==> config.mk <==
export PLATFORM = sky130hd
export DESIGN_NAME = pipeline_ctrl
export DESIGN_NICKNAME = d
export VERILOG_FILES = /design/src/rtl/pipeline_ctrl_pkg.sv /design/src/rtl/pipeline_ctrl_mem_wait_timer.sv /design/src/rtl/pipeline_ctrl.sv
export SDC_FILE = /design/constraint.sdc
export NUM_CORES = 1
export LEC_CHECK = 0
export ABC_CLOCK_PERIOD_IN_PS = 2500
export CAP_MARGIN = 20
export CORE_MARGIN = 2
export CORE_UTILIZATION = 26
export DETAILED_ROUTE_END_ITERATION = 7
export GPL_ROUTABILITY_DRIVEN = 0
export PLACE_DENSITY_LB_ADDON = 0.05
export SYNTH_ARGS = -nofsm -noshare
export SYNTH_HDL_FRONTEND = slang
export SYNTH_SLANG_ARGS = --single-unit
==> constraint.sdc <==
create_clock -name cpu_clk_50M -period 2.5 [get_ports cpu_clk_50M]
set_input_delay 0.375 -clock cpu_clk_50M [delete_from_list [all_inputs] [get_ports cpu_clk_50M]]
set_output_delay 0.375 -clock cpu_clk_50M [all_outputs]
set_load 0.02 [all_outputs]
==> src/rtl/pipeline_ctrl_pkg.sv <==
// Shared types and constants for the pipeline stall/flush controller.
// Covers the stall bus layout, exception codes and controller state encodings.
package pipeline_ctrl_pkg;

   localparam int STALL_W = 6;
   typedef logic [STALL_W-1:0] stall_bus_t;

   localparam logic STOP   = 1'b1;
   localparam logic NOSTOP = 1'b0;

   localparam int EXC_CODE_W = 5;
   typedef logic [EXC_CODE_W-1:0] exc_code_t;

   localparam exc_code_t EXC_INT  = 5'h00;
   localparam exc_code_t EXC_ADEL = 5'h04;
   localparam exc_code_t EXC_ADES = 5'h05;
   localparam exc_code_t EXC_IBE  = 5'h06;
   localparam exc_code_t EXC_DBE  = 5'h07;
   localparam exc_code_t EXC_SYS  = 5'h08;
   localparam exc_code_t EXC_BP   = 5'h09;
   localparam exc_code_t EXC_RI   = 5'h0a;
   localparam exc_code_t EXC_OV   = 5'h0c;
   // Codes above the architectural range mark "no exception" and ERET.
   localparam exc_code_t EXC_NONE = 5'h10;
   localparam exc_code_t EXC_ERET = 5'h11;

   typedef enum logic [1:0] {
      ST_RUN     = 2'd0,
      ST_RECOVER = 2'd1,
      ST_TMO     = 2'd2
   } state_t;

   // Thermometer stall: the requesting stage and every stage behind it stop.
   function automatic stall_bus_t stall_mask(input logic req_id,
                                             input logic req_exe,
                                             input logic req_mem);
      stall_bus_t s;
      s = {STALL_W{NOSTOP}};
      if (req_mem) begin
         s[4:0] = {5{STOP}};
      end else if (req_exe) begin
         s[3:0] = {4{STOP}};
      end else if (req_id) begin
         s[2:0] = {3{STOP}};
      end
      return s;
   endfunction

   // A delay-slot instruction reports its branch as the restart point.
   function automatic logic [31:0] exc_epc(input logic [31:0] pc,
                                           input logic        in_delay);
      return in_delay ? (pc - 32'd4) : pc;
   endfunction

endpackage

==> src/rtl/pipeline_ctrl_mem_wait_timer.sv <==
// Saturating counter of consecutive data-bus wait cycles with a terminal flag.
// Holds at MEM_TIMEOUT-1 instead of wrapping; clear has priority over increment.
module mem_wait_timer #(
   parameter int MEM_TIMEOUT = 16,
   parameter int CNT_W       = $clog2(MEM_TIMEOUT)
) (
   input  logic cpu_clk_50M,
   input  logic cpu_rst,
   input  logic inc,
   input  logic clr,
   output logic terminal
);

   localparam logic [CNT_W-1:0] TERM = CNT_W'(MEM_TIMEOUT - 1);

   logic [CNT_W-1:0] cnt;

   always_ff @(posedge cpu_clk_50M) begin
      if (cpu_rst || clr) begin
         cnt <= '0;
      end else if (inc && (cnt != TERM)) begin
         cnt <= cnt + 1'b1;
      end
   end

   assign terminal = (cnt == TERM);

endmodule

==> src/rtl/pipeline_ctrl.sv <==
// Central stall/flush generator: merges stage stall requests with MEM-stage
// exceptions/ERET, supervises data-bus waits and drives the CP0 exception record.
module pipeline_ctrl
   import pipeline_ctrl_pkg::*;
#(
   parameter int          MEM_TIMEOUT = 16,
   parameter logic [31:0] EXC_ENTRY   = 32'hBFC00380
) (
   input  logic        cpu_clk_50M,
   input  logic        cpu_rst,
   input  logic        stallreq_id,
   input  logic        stallreq_exe,
   input  logic        stallreq_mem,
   input  exc_code_t   mem_exccode,
   input  logic [31:0] mem_pc,
   input  logic        mem_in_delay,
   input  logic [31:0] cp0_epc,
   output stall_bus_t  stall,
   output logic        flush,
   output logic [31:0] flush_pc,
   output logic        cp0_exc_we,
   output exc_code_t   cp0_exc_code,
   output logic [31:0] cp0_exc_epc,
   output logic        cp0_exc_bd,
   output state_t      dbg_state
);

   state_t state;
   logic   exc_present;
   logic   is_eret;
   logic   tmr_inc;
   logic   tmr_clr;
   logic   tmr_terminal;

   assign exc_present = (mem_exccode != EXC_NONE);
   assign is_eret     = (mem_exccode == EXC_ERET);

   // Only plain RUN-state bus waits count toward the timeout.
   assign tmr_inc = (state == ST_RUN) && !exc_present && stallreq_mem;
   assign tmr_clr = !tmr_inc;

   mem_wait_timer #(
      .MEM_TIMEOUT (MEM_TIMEOUT)
   ) u_mem_wait_timer (
      .cpu_clk_50M (cpu_clk_50M),
      .cpu_rst     (cpu_rst),
      .inc         (tmr_inc),
      .clr         (tmr_clr),
      .terminal    (tmr_terminal)
   );

   always_ff @(posedge cpu_clk_50M) begin
      if (cpu_rst) begin
         state <= ST_RUN;
      end else begin
         case (state)
            ST_RUN: begin
               if (exc_present) begin
                  state <= ST_RECOVER;
               end else if (stallreq_mem && tmr_terminal) begin
                  state <= ST_TMO;
               end
            end
            ST_TMO:     state <= ST_RECOVER;
            ST_RECOVER: state <= ST_RUN;
            default:    state <= ST_RUN;
         endcase
      end
   end

   assign dbg_state = state;

   // Reset forces every output low, even while leaving TMO or RECOVER.
   always_comb begin
      stall        = '0;
      flush        = 1'b0;
      flush_pc     = 32'd0;
      cp0_exc_we   = 1'b0;
      cp0_exc_code = '0;
      cp0_exc_epc  = 32'd0;
      cp0_exc_bd   = 1'b0;
      if (!cpu_rst) begin
         case (state)
            ST_RUN: begin
               if (exc_present) begin
                  flush        = 1'b1;
                  flush_pc     = is_eret ? cp0_epc : EXC_ENTRY;
                  cp0_exc_we   = !is_eret;
                  cp0_exc_code = mem_exccode;
                  cp0_exc_epc  = exc_epc(mem_pc, mem_in_delay);
                  cp0_exc_bd   = mem_in_delay;
               end else begin
                  stall = stall_mask(stallreq_id, stallreq_exe, stallreq_mem);
               end
            end
            ST_TMO: begin
               flush        = 1'b1;
               flush_pc     = EXC_ENTRY;
               cp0_exc_we   = 1'b1;
               cp0_exc_code = EXC_DBE;
               cp0_exc_epc  = exc_epc(mem_pc, mem_in_delay);
               cp0_exc_bd   = mem_in_delay;
            end
            default: begin
            end
         endcase
      end
   end

endmodule
======== Word-level counts from Yosys, hierarchy flattened ========
Cells that the tools add are included.
storage, ports and cells
  output and inout port bits .............. 80
  input port bits ......................... 75
  register bits ........................... 6
operators by class
  equal/unequal tests ..................... 6
  multiplexer cells ....................... 31
  reductions and logical operators ........ 9
  add/sub/neg operators ................... 2
operator list
  operator                                                              number
  32-bit 2-to-1 mux                                                     6
  32-bit one-hot mux with 2 select lines                                2
  32-bit by 3-bit subtractor with 32-bit output, second input constant  1
  5-bit 2-to-1 mux                                                      5
  5-bit one-hot mux with 2 select lines                                 1
  1-bit 2-to-1 mux                                                      8
  3-bit 2-to-1 mux                                                      2
  1-bit one-hot mux with 2 select lines                                 3
  5-bit == test, second input constant                                  1
  5-bit != test, second input constant                                  1
  4-bit by 1-bit adder with 4-bit output, second input constant         1
  4-bit == test, second input constant                                  1
  1-bit logical AND                                                     4
  2-bit 2-to-1 mux                                                      2
  4-bit 2-to-1 mux                                                      1
  4-bit != test, second input constant                                  1
  2-bit one-hot mux with 2 select lines                                 1
  1-bit logical NOT                                                     3
  3-bit by 2-bit != test with 1-bit output, second input constant       1
  2-bit == test, second input constant                                  1
  2-bit logical NOT                                                     1
  1-bit logical OR                                                      1

======== Logic depth before layout (Yosys ltp) ========
  word-level depth ........................ 6
  gate-level depth with buffers ........... 8
  depth with buffers taken out ............ 6

======== Modules after synthesis ========
A second synthesis with hierarchy kept.
second synthesis, totals
  cells, all modules ...................... 226
  area total of the unflattened synthesis .. 1,505.2 um^2
modules (own cells, without submodules)
  module          area an instance (um^2)  times used  cells an instance
  pipeline_ctrl   1,293.7                  1           204
  mem_wait_timer  211.5                    1           22

======== Worst setup path after synthesis ========
OpenSTA, ideal clock, no wires.
  kind .................................... input to output
  start point ............................. in mem_pc[6]
  end point ............................... out cp0_exc_epc[28]
  arrival time ............................ 2,383 ps
  stages .................................. 7
  path slack .............................. -258 ps
  buffers on the path ..................... 3
  cells stage by stage .................... or4_1 -> buf_2 -> or3_1 -> buf_2 -> buf_2 -> nor4b_2 -> mux2i_1
on the way
  cells in the longest elaborated chain, start to end .. 5
RTL lines
  what                                               line                     RTL
  from (decl)                                        pipeline_ctrl.sv:15      input logic [31:0] mem_pc,
  32-bit by 3-bit subtractor with 32-bit output (*)  pipeline_ctrl_pkg.sv:52  return in_delay ? (pc - 32'd4) : pc;
  32-bit 2-to-1 mux (*)                              pipeline_ctrl_pkg.sv:52
  32-bit 2-to-1 mux                                  pipeline_ctrl.sv:85      if (exc_present) begin
  32-bit one-hot mux with 2 select lines (*)         pipeline_ctrl.sv:83      case (state)
  32-bit 2-to-1 mux (*)                              pipeline_ctrl.sv:82      if (!cpu_rst) begin
  to (decl)                                          pipeline_ctrl.sv:23      output logic [31:0] cp0_exc_epc,
Every way passes the cells marked *; elsewhere a longest branch is shown, timed or not.

======== Worst setup path in the final report ========
  start point ............................. in mem_pc[5]
  end point ............................... out cp0_exc_epc[26]
The elaborated chain is that of the path after synthesis.

==> impl_metrics.env <==
export IMPL_outcome="complete, but fails checks"
export IMPL_violations="setup timing"
export IMPL_clock_path_buffers=2
export IMPL_clk_pin_slew_worst_paths_ns=0.04
export IMPL_htreeDepth=1
export IMPL_postCtsHoldBufs=0
export IMPL_grt_usage_pct=22.62
export IMPL_fin_skew_ns=0.0005767
export IMPL_multi_input_comb_area_um2=1685
export IMPL_endpoint_kind="output port"
export IMPL_drc=0
export IMPL_cp_data_required_time_ns=2.12
export IMPL_cts_buffers_inserted=3
export IMPL_nets=540
export IMPL_area_delta_synth_final_pct=181.7
export IMPL_period_minus_slack_ns=2.716
export IMPL_synth_simple_area_share_pct=50.55
export IMPL_switching_power_uw=302.6
export IMPL_seq_area_um2=120.1
export IMPL_leakage_nw=1.970
export IMPL_yosys_warnings=0
export IMPL_critical_path_max_fanout=8
export IMPL_synth_top_area_share_pct=10.60
export IMPL_synthMuxAreaShare_pct=4.071
export IMPL_dpl_hpwl_um=5784
export IMPL_grt_pass1_vias=2446
export IMPL_cap_viol_max_count=0
export IMPL_drive_above_1_share_pct=47.51
export IMPL_syn_nets=308
export IMPL_clock_latency_ns=0.22
export IMPL_drtAntennaViolNets=0
export IMPL_cp_arrival_ns=2.34
export IMPL_synth_cells=231
export IMPL_cp_start_kind="input port"
export IMPL_irDropWorstVdd_v=0.0001352
export IMPL_cellPowerDensity_nw_per_um2=194.1
export IMPL_synth_edff_count=0
export IMPL_routed_wl_um=7698
export IMPL_drv_slew=0
export IMPL_die_y_um=79.33
export IMPL_num_antenna_cells=0
export IMPL_synthArstFlopShare_pct=0
export IMPL_wl_per_cell_um=14.44
export IMPL_clock_sinks=6
export IMPL_die_area_um2=6292
export IMPL_gr_total_overflow=0
export IMPL_die_x_um=79.33
export IMPL_rsz0062_at_grt="yes"
export IMPL_avgSynthCellArea_um2=6.386
export IMPL_power_share_clock_pct=18.0
export IMPL_n_fill_cell=424
export IMPL_synth_area_top_cells="and2_1 11%, dfxtp_1 8.1%, a21o_1 6.6%, nor2_1 6.1%, or4_1 6.1%"
export IMPL_p_comb_share_pct=69.8
export IMPL_synth_top_family_by_area="simple AND/OR/NAND/NOR gates"
export IMPL_yosys_area_share_xor_xnor_pct=5.937
export IMPL_yosysSeqAreaShare_pct=8.142
export IMPL_reg2regPathDepth=4
export IMPL_hold_path_class="register to register"
export IMPL_synthFlopType="dfxtp_1"
export IMPL_worst_slack_ns=-0.2160
export IMPL_pre_cts_ws_ns=-1.123
export IMPL_final_util_pct=75.46
export IMPL_via_count=2574
export IMPL_synth_top_area_cell="and2_1"
export IMPL_p_sw_share_pct=37.51
export IMPL_synthesis_area_um2=1475
export IMPL_io_buffers=153
export IMPL_placementRows=27
export IMPL_synthAdderAreaFrac_pct=1.696
export IMPL_antenna_found_initial=0
export IMPL_tightest_slew_ns=0.4931
export IMPL_cts_tree="done"
export IMPL_path_class="input port to output port"
export IMPL_grt_first_pass_wirelength_um=11460
export IMPL_start_util_pct=26.79
export IMPL_finalHoldViolCount=0
export IMPL_num_io_pins=155
export IMPL_grt_max_degree=21
export IMPL_setup_viol_count_final=17
export IMPL_maxSlewHeadroom_pct=66.67
export IMPL_seq_power_share_pct=12.2
export IMPL_power_internal_uw=504.1
export IMPL_dr_pass1_iters=4
export IMPL_root_buffer="clkbuf_8"
export IMPL_period_share_pct=108.6
export IMPL_fp_coreArea_um2=5507
export IMPL_whs_ns=0.5144
export IMPL_synth_compound_area_share_pct=21.37
export IMPL_via_per_inst=4.829
export IMPL_synthDistinctLibCells=37
export IMPL_yosysMostFrequentCell="and2_1"
export IMPL_dr_first_iter_drc_count=34
export IMPL_ys_ff_latch=6
export IMPL_synth_common_cells="25 x and2_1, 24 x nor2_1, 16 x a21oi_1"
export IMPL_fmax_mhz=368.2
export IMPL_hold_depth=2
## layer usage
| metal | track usage (%) | vias up | wire, um |
|---|---|---|---|
| met5 | 0 | - | 0 |
| met4 | 4.828 | 0 | 102 |
| met3 | 5.682 | 10 | 680 |
| met2 | 47.71 | 98 | 4274 |
| met1 | 21.33 | 1176 | 2640 |
| li1 | - | 1290 | - |
## stage by stage
stage	total power, mW	instances	area (um2)	setup TNS, ns
final	0.8067	533	4155	-2.342
after global routing	0.8530	533	4155	-3.307
after CTS	0.8034	525	4075	-2.457
after detailed placement	0.6556	509	3771	-33.90
after global placement	0.6500	509	3771	-32.73
after floorplan	0.3091	231	1667	-0.8857
## cell families after synthesis
logic type,after synthesis
AOI/OAI and AO/OA,49
xor gates and xnor gates,10
adders and majority gates,2
buffers and inverters,27
DFF,6
muxes,6
other,1
and+or+nand+nor,130
## flip-flops by register name, summed over array words and instances (netlist names)
name,flops
u_mem_wait_timer.cnt,4
dbg_state,2
## final cells by class
type	instances	share of cell area, %
repair buffers	247	52.85
multi-input cells	199	40.56
flip-flops and latches	6	2.891
well taps	72	2.168
clock buffers	3	0.9937
inverters	6	0.5420
## worst max-delay path: stages
cell and delay [ns]:
buf_6 0.09, or4_4 0.56, or3_4 0.41, buf_6 0.15, or4_4 0.49, a21oi_4 0.13, buf_6 0.13
## path summary, 6_finish.rpt
path / startpoint / slack [ns] / to
worst max-delay path: mem_pc[5] / -0.22 / cp0_exc_epc[26]
worst min-delay path: u_mem_wait_timer.cnt[3] / 0.51 / dbg_state[1]
worst max register to register: dbg_state[1] / 0.92 / u_mem_wait_timer.cnt[3]
worst min register to register: u_mem_wait_timer.cnt[3] / 0.51 / dbg_state[1]
## power groups by stage
stage	Clock (mW)	Combinational (mW)	Sequential, mW
floorplan	0	0.208	0.101
detailed placement	0	0.556	0.0999
CTS	0.147	0.558	0.0985
global placement	0	0.550	0.0998
global route	0.155	0.599	0.0986
finish	0.145	0.563	0.0985
## cell usage in the layout, fill, tap and decap left out, drive strengths merged, types with 6 or more instances in the layout
cell type and n:
buf 125, clkdlybuf4s50 51, dlygate4sd2 27, and2 25, nor2 24, clkbuf 24
clkdlybuf4s15 16, a21oi 16, or3 15, a21o 13, or4 12, nand2 10
nor3 10, xnor2 9, o31ai 9, nor4 9, or2 7, inv 6
dfxtp 6, dlymetal6s2s 6, mux2i 6
## what timing repair did
item / 4_1_cts / 5_1_grt
endpoints found under the setup margin: 72 / 62
gates resized for setup: 279 / 75
gates cloned: 3 / 1
setup buffers: 10 / 7
pin swaps: 22 / 19
Power figures use the tool's default switching activity.
